===== config.mk =====
export PLATFORM = sky130hd
export DESIGN_NAME = ps2_host_tx
export DESIGN_NICKNAME = d
export VERILOG_FILES = /design/src/rtl/ps2_pkg.sv /design/src/rtl/ps2_line_filter.sv /design/src/rtl/ps2_host_tx.sv
export SDC_FILE = /design/constraint.sdc
export NUM_CORES = 1
export LEC_CHECK = 0
export ABC_CLOCK_PERIOD_IN_PS = 2000
export CAP_MARGIN = 40
export CORE_ASPECT_RATIO = 0.9
export CORE_MARGIN = 5
export CORE_UTILIZATION = 45
export CTS_BUF_LIST = sky130_fd_sc_hd__clkbuf_2 sky130_fd_sc_hd__clkbuf_4 sky130_fd_sc_hd__clkbuf_8
export DETAILED_ROUTE_END_ITERATION = 10
export PLACE_DENSITY_LB_ADDON = 0.08
export SYNTH_ARGS = -nofsm -noshare
export SYNTH_HDL_FRONTEND = slang
export SYNTH_SLANG_ARGS = --single-unit

===== constraint.sdc =====
create_clock -name clk -period 2 [get_ports clk]
set_input_delay 0.6 -clock clk [delete_from_list [all_inputs] [get_ports clk]]
set_output_delay 0.6 -clock clk [all_outputs]
set_load 0.005 [all_outputs]

===== src/rtl/ps2_pkg.sv =====
// Shared types and constants for the PS/2 host link.
package ps2_pkg;

    typedef enum logic [2:0] {
        IDLE,
        INHIBIT,
        SHIFT,
        ACK,
        WAIT_IDLE
    } state_t;

    localparam logic [7:0] CMD_RESET  = 8'hFF;
    localparam logic [7:0] CMD_ENABLE = 8'hF4;
    localparam logic [7:0] RESP_ACK   = 8'hFA;

    // Cycles at the end of the inhibit window during which the start bit is driven.
    localparam int START_LEAD = 16;

    // Outbound frame, LSB first: data d0..d7, odd parity, stop.
    function automatic logic [9:0] make_frame(input logic [7:0] data);
        return {1'b1, ~^data, data};
    endfunction

endpackage


===== src/rtl/ps2_line_filter.sv =====
// Conditions a raw PS/2 clock pad: 2-flop synchronizer, stability filter and
// a one-cycle strobe on each accepted 1->0 transition.
module ps2_line_filter #(
    parameter int FILTER_LEN = 8
) (
    input  logic clk,
    input  logic rst,
    input  logic line_i,
    output logic level_o,
    output logic fall_o
);

    localparam int CW = (FILTER_LEN > 1) ? $clog2(FILTER_LEN) : 1;

    logic [1:0]    sync_q;
    logic          level_q;
    logic          fall_q;
    logic [CW-1:0] cnt_q;
    logic          accept;

    // The synchronized sample has differed from the filtered level long enough.
    assign accept = (sync_q[1] != level_q) && (cnt_q == CW'(FILTER_LEN - 1));

    // Synchronize, count consecutive differing samples, and update the filtered level.
    always_ff @(posedge clk) begin
        if (rst) begin
            // Idle bus is high; resetting to 1 keeps reset from faking a falling edge.
            sync_q  <= 2'b11;
            level_q <= 1'b1;
            fall_q  <= 1'b0;
            cnt_q   <= '0;
        end else begin
            // NOTE: non-blocking assignments so every flop samples the pre-edge values.
            sync_q <= {sync_q[0], line_i};
            fall_q <= accept && level_q;
            if (sync_q[1] == level_q) begin
                cnt_q <= '0;
            end else if (accept) begin
                cnt_q   <= '0;
                level_q <= sync_q[1];
            end else begin
                cnt_q <= cnt_q + 1'b1;
            end
        end
    end

    assign level_o = level_q;
    assign fall_o  = fall_q;

endmodule


===== src/rtl/ps2_host_tx.sv =====
// Host-to-device PS/2 transmitter: request-to-send, bit shifting on device
// clock falls, line-ack check and timeout. Lines are driven open-drain via oe.
module ps2_host_tx
    import ps2_pkg::*;
#(
    parameter int CLK_HZ         = 100_000_000,
    parameter int INHIBIT_CYCLES = 12000,
    parameter int TIMEOUT_CYCLES = 2_000_000,
    parameter int FILTER_LEN     = 8
) (
    input  logic       clk,
    input  logic       rst,
    input  logic [7:0] tx_data,
    input  logic       tx_valid,
    output logic       tx_ready,
    output logic       busy,
    output logic       tx_done,
    output logic       tx_err,
    input  logic       ps2_clk_i,
    input  logic       ps2_data_i,
    output logic       ps2_clk_oe,
    output logic       ps2_data_oe
);

    localparam int TMAX = (TIMEOUT_CYCLES > INHIBIT_CYCLES) ? TIMEOUT_CYCLES : INHIBIT_CYCLES;
    localparam int TW   = (TMAX > 1) ? $clog2(TMAX) : 1;

    // CLK_HZ only documents the clock the default cycle counts assume.
    if (CLK_HZ <= 0) begin : g_clk_hz_unset
    end

    state_t        state_q, state_d;
    logic [9:0]    shreg_q, shreg_d;
    logic [3:0]    bit_cnt_q, bit_cnt_d;
    logic [TW-1:0] timer_q, timer_d;
    logic          data_oe_q, data_oe_d;
    logic          done_q, done_d;
    logic          err_q, err_d;
    logic [1:0]    data_sync_q;
    logic          clk_level;
    logic          clk_fall;
    logic          timeout;

    ps2_line_filter #(
        .FILTER_LEN(FILTER_LEN)
    ) u_clk_filter (
        .clk    (clk),
        .rst    (rst),
        .line_i (ps2_clk_i),
        .level_o(clk_level),
        .fall_o (clk_fall)
    );

    // Two-flop synchronizer for the data pad (no filtering needed: sampled mid-bit).
    always_ff @(posedge clk) begin
        if (rst) begin
            data_sync_q <= 2'b11;
        end else begin
            data_sync_q <= {data_sync_q[0], ps2_data_i};
        end
    end

    // Next-state and datapath decisions for the transmit sequence.
    always_comb begin
        // NOTE: every output of this block gets a default first so no latch is inferred.
        state_d   = state_q;
        shreg_d   = shreg_q;
        bit_cnt_d = bit_cnt_q;
        timer_d   = timer_q;
        data_oe_d = data_oe_q;
        done_d    = 1'b0;
        err_d     = 1'b0;
        timeout   = (timer_q == TW'(TIMEOUT_CYCLES - 1));

        case (state_q)
            IDLE: begin
                data_oe_d = 1'b0;
                timer_d   = '0;
                bit_cnt_d = '0;
                if (tx_valid) begin
                    shreg_d = make_frame(tx_data);
                    state_d = INHIBIT;
                end
            end
            INHIBIT: begin
                timer_d = timer_q + 1'b1;
                if (timer_q == TW'(INHIBIT_CYCLES - START_LEAD - 1)) begin
                    data_oe_d = 1'b1;
                end
                if (timer_q == TW'(INHIBIT_CYCLES - 1)) begin
                    timer_d = '0;
                    state_d = SHIFT;
                end
            end
            SHIFT: begin
                timer_d = timer_q + 1'b1;
                if (timeout) begin
                    data_oe_d = 1'b0;
                    err_d     = 1'b1;
                    state_d   = IDLE;
                end else if (clk_fall) begin
                    bit_cnt_d = bit_cnt_q + 4'd1;
                    if (bit_cnt_q == 4'd9) begin
                        data_oe_d = 1'b0;
                        state_d   = ACK;
                    end else begin
                        data_oe_d = ~shreg_q[0];
                        shreg_d   = {1'b0, shreg_q[9:1]};
                    end
                end
            end
            ACK: begin
                timer_d = timer_q + 1'b1;
                if (timeout) begin
                    err_d   = 1'b1;
                    state_d = IDLE;
                end else if (clk_fall) begin
                    bit_cnt_d = bit_cnt_q + 4'd1;
                    if (data_sync_q[1]) begin
                        err_d   = 1'b1;
                        state_d = IDLE;
                    end else begin
                        state_d = WAIT_IDLE;
                    end
                end
            end
            WAIT_IDLE: begin
                timer_d = timer_q + 1'b1;
                if (timeout) begin
                    err_d   = 1'b1;
                    state_d = IDLE;
                end else if (clk_level && data_sync_q[1]) begin
                    done_d  = 1'b1;
                    state_d = IDLE;
                end
            end
            default: begin
                data_oe_d = 1'b0;
                state_d   = IDLE;
            end
        endcase
    end

    // State and datapath registers.
    always_ff @(posedge clk) begin
        if (rst) begin
            state_q   <= IDLE;
            shreg_q   <= '0;
            bit_cnt_q <= '0;
            timer_q   <= '0;
            data_oe_q <= 1'b0;
            done_q    <= 1'b0;
            err_q     <= 1'b0;
        end else begin
            state_q   <= state_d;
            shreg_q   <= shreg_d;
            bit_cnt_q <= bit_cnt_d;
            timer_q   <= timer_d;
            data_oe_q <= data_oe_d;
            done_q    <= done_d;
            err_q     <= err_d;
        end
    end

    assign tx_ready    = (state_q == IDLE);
    assign busy        = (state_q != IDLE);
    assign ps2_clk_oe  = (state_q == INHIBIT);
    assign ps2_data_oe = data_oe_q;
    assign tx_done     = done_q;
    assign tx_err      = err_q;

endmodule

Word level (Yosys, flattened, before mapping)

Cells that the tools add are included.

$add $sub $neg: 3
Eq/ne operators: 23
Mux-type cells: 32
Bitwise logic cells: 4
Reduce and logical (&&, ||, !) cells: 20

Operators by type and width:

| operator                | number |
|---|---|
| $pmux W21 S3            | 1 |
| $eq A21 B14 Y1 const B  | 2 |
| $mux W10                | 4 |
| $mux W3                 | 10 |
| $add A21 B1 Y21 const B | 1 |
| $eq A21 B21 Y1 const B  | 1 |
| $mux W21                | 1 |
| $pmux W10 S2            | 1 |
| $pmux W3 S5             | 1 |
| $mux W1                 | 9 |
| $reduce_or A3 Y1        | 3 |
| $mux W4                 | 2 |
| $ne A2 B1 Y1 const B    | 4 |
| $ne A2 B2 Y1 const B    | 4 |
| $pmux W4 S2             | 1 |
| $reduce_xnor A8 Y1      | 1 |
| $eq A3 B2 Y1 const B    | 2 |
| $eq A3 B3 Y1 const B    | 2 |
| $ne A3 B2 Y1 const B    | 2 |
| $ne A3 B3 Y1 const B    | 2 |
| $reduce_and A3 Y1       | 2 |
| $reduce_and A6 Y1       | 1 |
| $reduce_bool A3 Y1      | 2 |
| $reduce_or A2 Y1        | 3 |
| 14 further kinds        | 20 |

Register bits: 50
Input bits: 13
Output and inout port bits: 6
Logic and storage cells: 94

Longest topological paths before layout

Gate-level depths: netlist of run 1.

Depth after elaboration: 5
Depth in mapped cells: 8
Mapped depth without buffers: 7

By module

Synthesis of run 1 repeated with hierarchy kept, for this count alone.

Cells, all modules: 295
Area, all modules: 2605.0 um^2

Modules (own cells, without submodules):

| module          | times used | cells an instance | area each (um^2) | seq. area each (um^2) |
|---|---|---|---|---|
| ps2_host_tx     | 1          | 277               | 2366.0           | 860.8 |
| ps2_line_filter | 1          | 18                | 239.0            | 140.1 |

Worst setup path after synthesis of run 1

No wires, ideal clock.

Path type: register to register
From: reg timer_q[0]
To: reg timer_q[1]
Arrival time: 1.522 ns
Data required time: 1.877 ns
Slack: 0.355 ns
Cell stages (with the launch flop): 8
Path buffers: 1
Clock period less this slack: 1.645 ns
Cells stage by stage: dfxtp_1 ha_1 nand2_1 nand4b_1 nor3_1 a21o_1 buf_2 o21ai_0

Cells in the longest elaborated chain, start to end: 3

Ends and longest elaborated chain:

| what                                              | RTL line           | source |
|---|---|---|
| start: declaration                                | ps2_host_tx.sv:35  | `logic [TW-1:0] timer_q, timer_d;` |
| start signal: assignment                          | ps2_host_tx.sv:158 | `timer_q <= timer_d;` |
| $add A21 B1 Y21 or $eq A21 B14 Y1 (tied branches) | --                 |  |
| $mux W21                                          | ps2_host_tx.sv:90  | `if (timer_q == TW'(INHIBIT_CYCLES - 1)) begin` |
| $pmux W21 S3 *                                    | ps2_host_tx.sv:75  | `case (state_q)` |

Every way passes the cells marked *; elsewhere a longest branch is shown, timed or not.
A chain may end at the register's enable or synchronous reset.

Worst setup path after layout of run 1

From: reg state_q[2]
To: out tx_ready

Cells in the longest elaborated chain, start to end: 1

Ends and longest elaborated chain:

| what                     | RTL line           | source |
|---|---|---|
| start: declaration       | ps2_host_tx.sv:32  | `state_t state_q, state_d;` |
| start signal: assignment | ps2_host_tx.sv:155 | `state_q <= state_d;` |
| $logic_not A3 Y1         | ps2_host_tx.sv:165 | `assign tx_ready = (state_q == IDLE);` |
| end: declaration         | ps2_host_tx.sv:15  | `output logic tx_ready,` |

Every way passes these cells.

==> results of run 1 <==
## critical path, cell delays in order, from the launching register on
cell and delay [ps]:
dfxtp_4 370, nor3_2 170, buf_4 140, buf_4 110
dlygate4sd2_1 230
## registers in the layout (all words and copies together) (netlist names)
signal and count:
timer_q 21, shreg_q 10, bit_cnt_q 4, state_q 3, u_clk_filter.cnt_q 3, data_sync_q 2, u_clk_filter.sync_q 2, ps2_data_oe 1
tx_done 1, tx_err 1, u_clk_filter.fall_o 1, u_clk_filter.level_o 1
## cell families after synthesis
logic type | count (synthesis) | synth area share
simple gates | 135 | 0.2991
mux | 3 | 0.01163
fa+ha+maj | 5 | 0.02424
xor+xnor | 29 | 0.09840
flops | 50 | 0.3878
buf+inv | 20 | 0.03635
compound gates | 46 | 0.1425
## layer usage
| layer | track usage | vias to the layer above | part of all wire |
|---|---|---|---|
| li1 | - | 1095 | - |
| met3 | 0.04121 | 6 | 0.045 |
| met5 | 0 | - | 0 |
| met4 | 0.04230 | 0 | 0.011 |
| met2 | 0.2654 | 47 | 0.43 |
| met1 | 0.2363 | 979 | 0.52 |
## synthesized netlist by cell type (5+ instances only)
master    count  area share
dfxtp_1      50        0.39
nor2_1       31       0.045
nand2_1      29       0.042
xnor2_1      19       0.064
o21ai_0      16       0.031
nor3_1       15       0.029
nand3_1      12       0.023
xor2_1       10       0.034
a311oi_2      9       0.052
a21oi_1       7       0.014
inv_1         7       0.010
buf_2         6       0.012
nand4_1       6       0.015
and2_1        5       0.012
ha_1          5       0.024
## worst paths after layout
kind | startpoint | end | slack (ps)
setup / recovery | state_q[2] | tx_ready | 80
hold / removal | u_clk_filter.sync_q[0] | u_clk_filter.sync_q[1] | 420
setup reg to reg | timer_q[8] | timer_q[13] | 160
hold reg to reg | u_clk_filter.sync_q[0] | u_clk_filter.sync_q[1] | 420
## cell type report
cell class              instances  area share
inverters                       8    0.009662
clock buffers                   5     0.02214
repair buffers                 43      0.1252
multi-input cells             218      0.4839
clock inverters                 3    0.006844
flip-flops and latches         50      0.3241
well taps                      70     0.02818
## power groups by stage
stage          Clock [mW]  Sequential, mW  Combinational [mW]
4_1_cts             0.615            1.19                1.04
6_report            0.590            1.19                1.04
3_3_place_gp            0            1.20               0.996
5_1_grt             0.660            1.21                1.15
2_1_floorplan           0            1.18               0.633
3_5_place_dp            0            1.20                1.01
## per-stage QoR
| step | instance area (µm²) | hold slack [ps] | util | power, mW |
|---|---|---|---|---|
| global placement | 2963 | 391.9 | 0.5265 | 2.198 |
| detailed placement | 2963 | 398.5 | 0.5265 | 2.209 |
| floorplan | 2581 | 389.5 | - | 1.816 |
| CTS | 3085 | 422.8 | 0.5482 | 2.846 |
| finish | 3108 | 420.8 | 0.5522 | 2.820 |
| global route | 3108 | 444.3 | 0.5522 | 3.024 |
## repair_timing
item,in CTS,in global routing
endpoints found under the setup margin,3,10
gates resized for setup,11,2
buffers inserted,2,1
cloned,0,0
==> flow_summary.toml, run 1 <==
[sta]
rsz0062_at_grt = "false"
maxSlewViolCount = 0
tns_ps = 0
fin_crit_sh = 0.9624
min_period_ps = 1925
setup_viol_count_final = 0
slew-limit-headroom = 0.7286
hold_viol_final = 0
worst_slew_pin_slew_ps = 407.1
clock.fmax_ghz = 0.5195
skew_ps = 10.43
fin_ws_ps = 75.14

[setup_path]
end_kind = "output port"
worstSetupPathType = "reg -> out"
worstPathMaxFanout = 3
critPathLaunchType = "register"
worst_ep_arrival_time_ps = 1320
reg2reg_depth = 6
cp_data_required_time_ps = 1400

[cells_and_area]
drive_gt1_frac = 0.2049
num_antenna_cells = 0
area_growth_pct = 20.41
final_cell_mix = "dfxtp_1, nor2_1, nand2_1, buf_4, xnor2_1"
final_common_cell = "dfxtp_1"
seq_area_mm2 = 0.001007
multi_input_area_mm2 = 0.001504
fin_cells = 397
fillerInstances = 552
final_nets = 344

[routing]
drc_errors = 0
dr.first_iter.drc_count = 64
drtAntennaViolNets = 0
totalWireLength_um = 5812
via_count = 2127
routedWlPerCell_um = 14.64
viasPerCell = 5.358
first_pass_iters = 4

[placement]
place_congestion = 0.8596
io_buffers = 18
placed_cells = 386
place_ws_ps = 14.93
dp_hpwl_um = 4235

[synth]
synth_cell_types = 50
synth-edff-count = 0
synth_fp_nets = 306
synthArstFlopShare = 0
synth-seq-cells = 50
syn_avg_cell_area_um2 = 8.963
netlist_area_mm2 = 0.002581
ys.flop_type = "dfxtp_1"
ys_warn_count = 0
synth-seq-area-share = 0.3878
syn_inst = 288

[floorplan]
coreArea_mm2 = 0.005628
rows = 26
start_util = 0.4586
die_h_um = 81.85
die_x_um = 89.84
io_pins = 19
die_area_mm2 = 0.007353

[power_and_ir_drop]
switching_share = 0.3434
p_switching_mw = 0.9684
internal_power_mw = 1.851
p_per_area_mw_per_mm2 = 907.3
cellLeakagePower_nw = 1.065
p_seq_frac = 0.422
worst_ir_drop_vdd_v = 0.0005897
p_comb_frac = 0.369
pwr-share-clk = 0.209

[hold_path]
hp-class = "reg -> reg"
hold_depth = 1

[global_route]
grt_pass1_vias = 2101
grt_max_degree = 22
track_usage = 0.1700
overflow = 0
grt_first_pass_wirelength_um = 10160
antenna_found_initial = 0

[cts]
cts_buffers = 5
root_buffer = "clkbuf_8"
path_clk_slew_ps = 100
clock_sinks = 50
hold_buffers = 0
clockBufferDepth = 2
htree_levels = 2
cts_tree = "done"
clk_latency_ps = 300

[flow_run]
maxCapViolations = 0

[run_status]
status = "finished, final reports clean"
Power figures use the tool's default switching activity.
==> inputs of run 2 (changes only) <==
- CTS_BUF_LIST: sky130_fd_sc_hd__clkbuf_2 sky130_fd_sc_hd__clkbuf_4 sky130_fd_sc_hd__clkbuf_8 -> not set
==> results of run 2 <==
Final layout, timing and power as in run 1 (identical DEF).
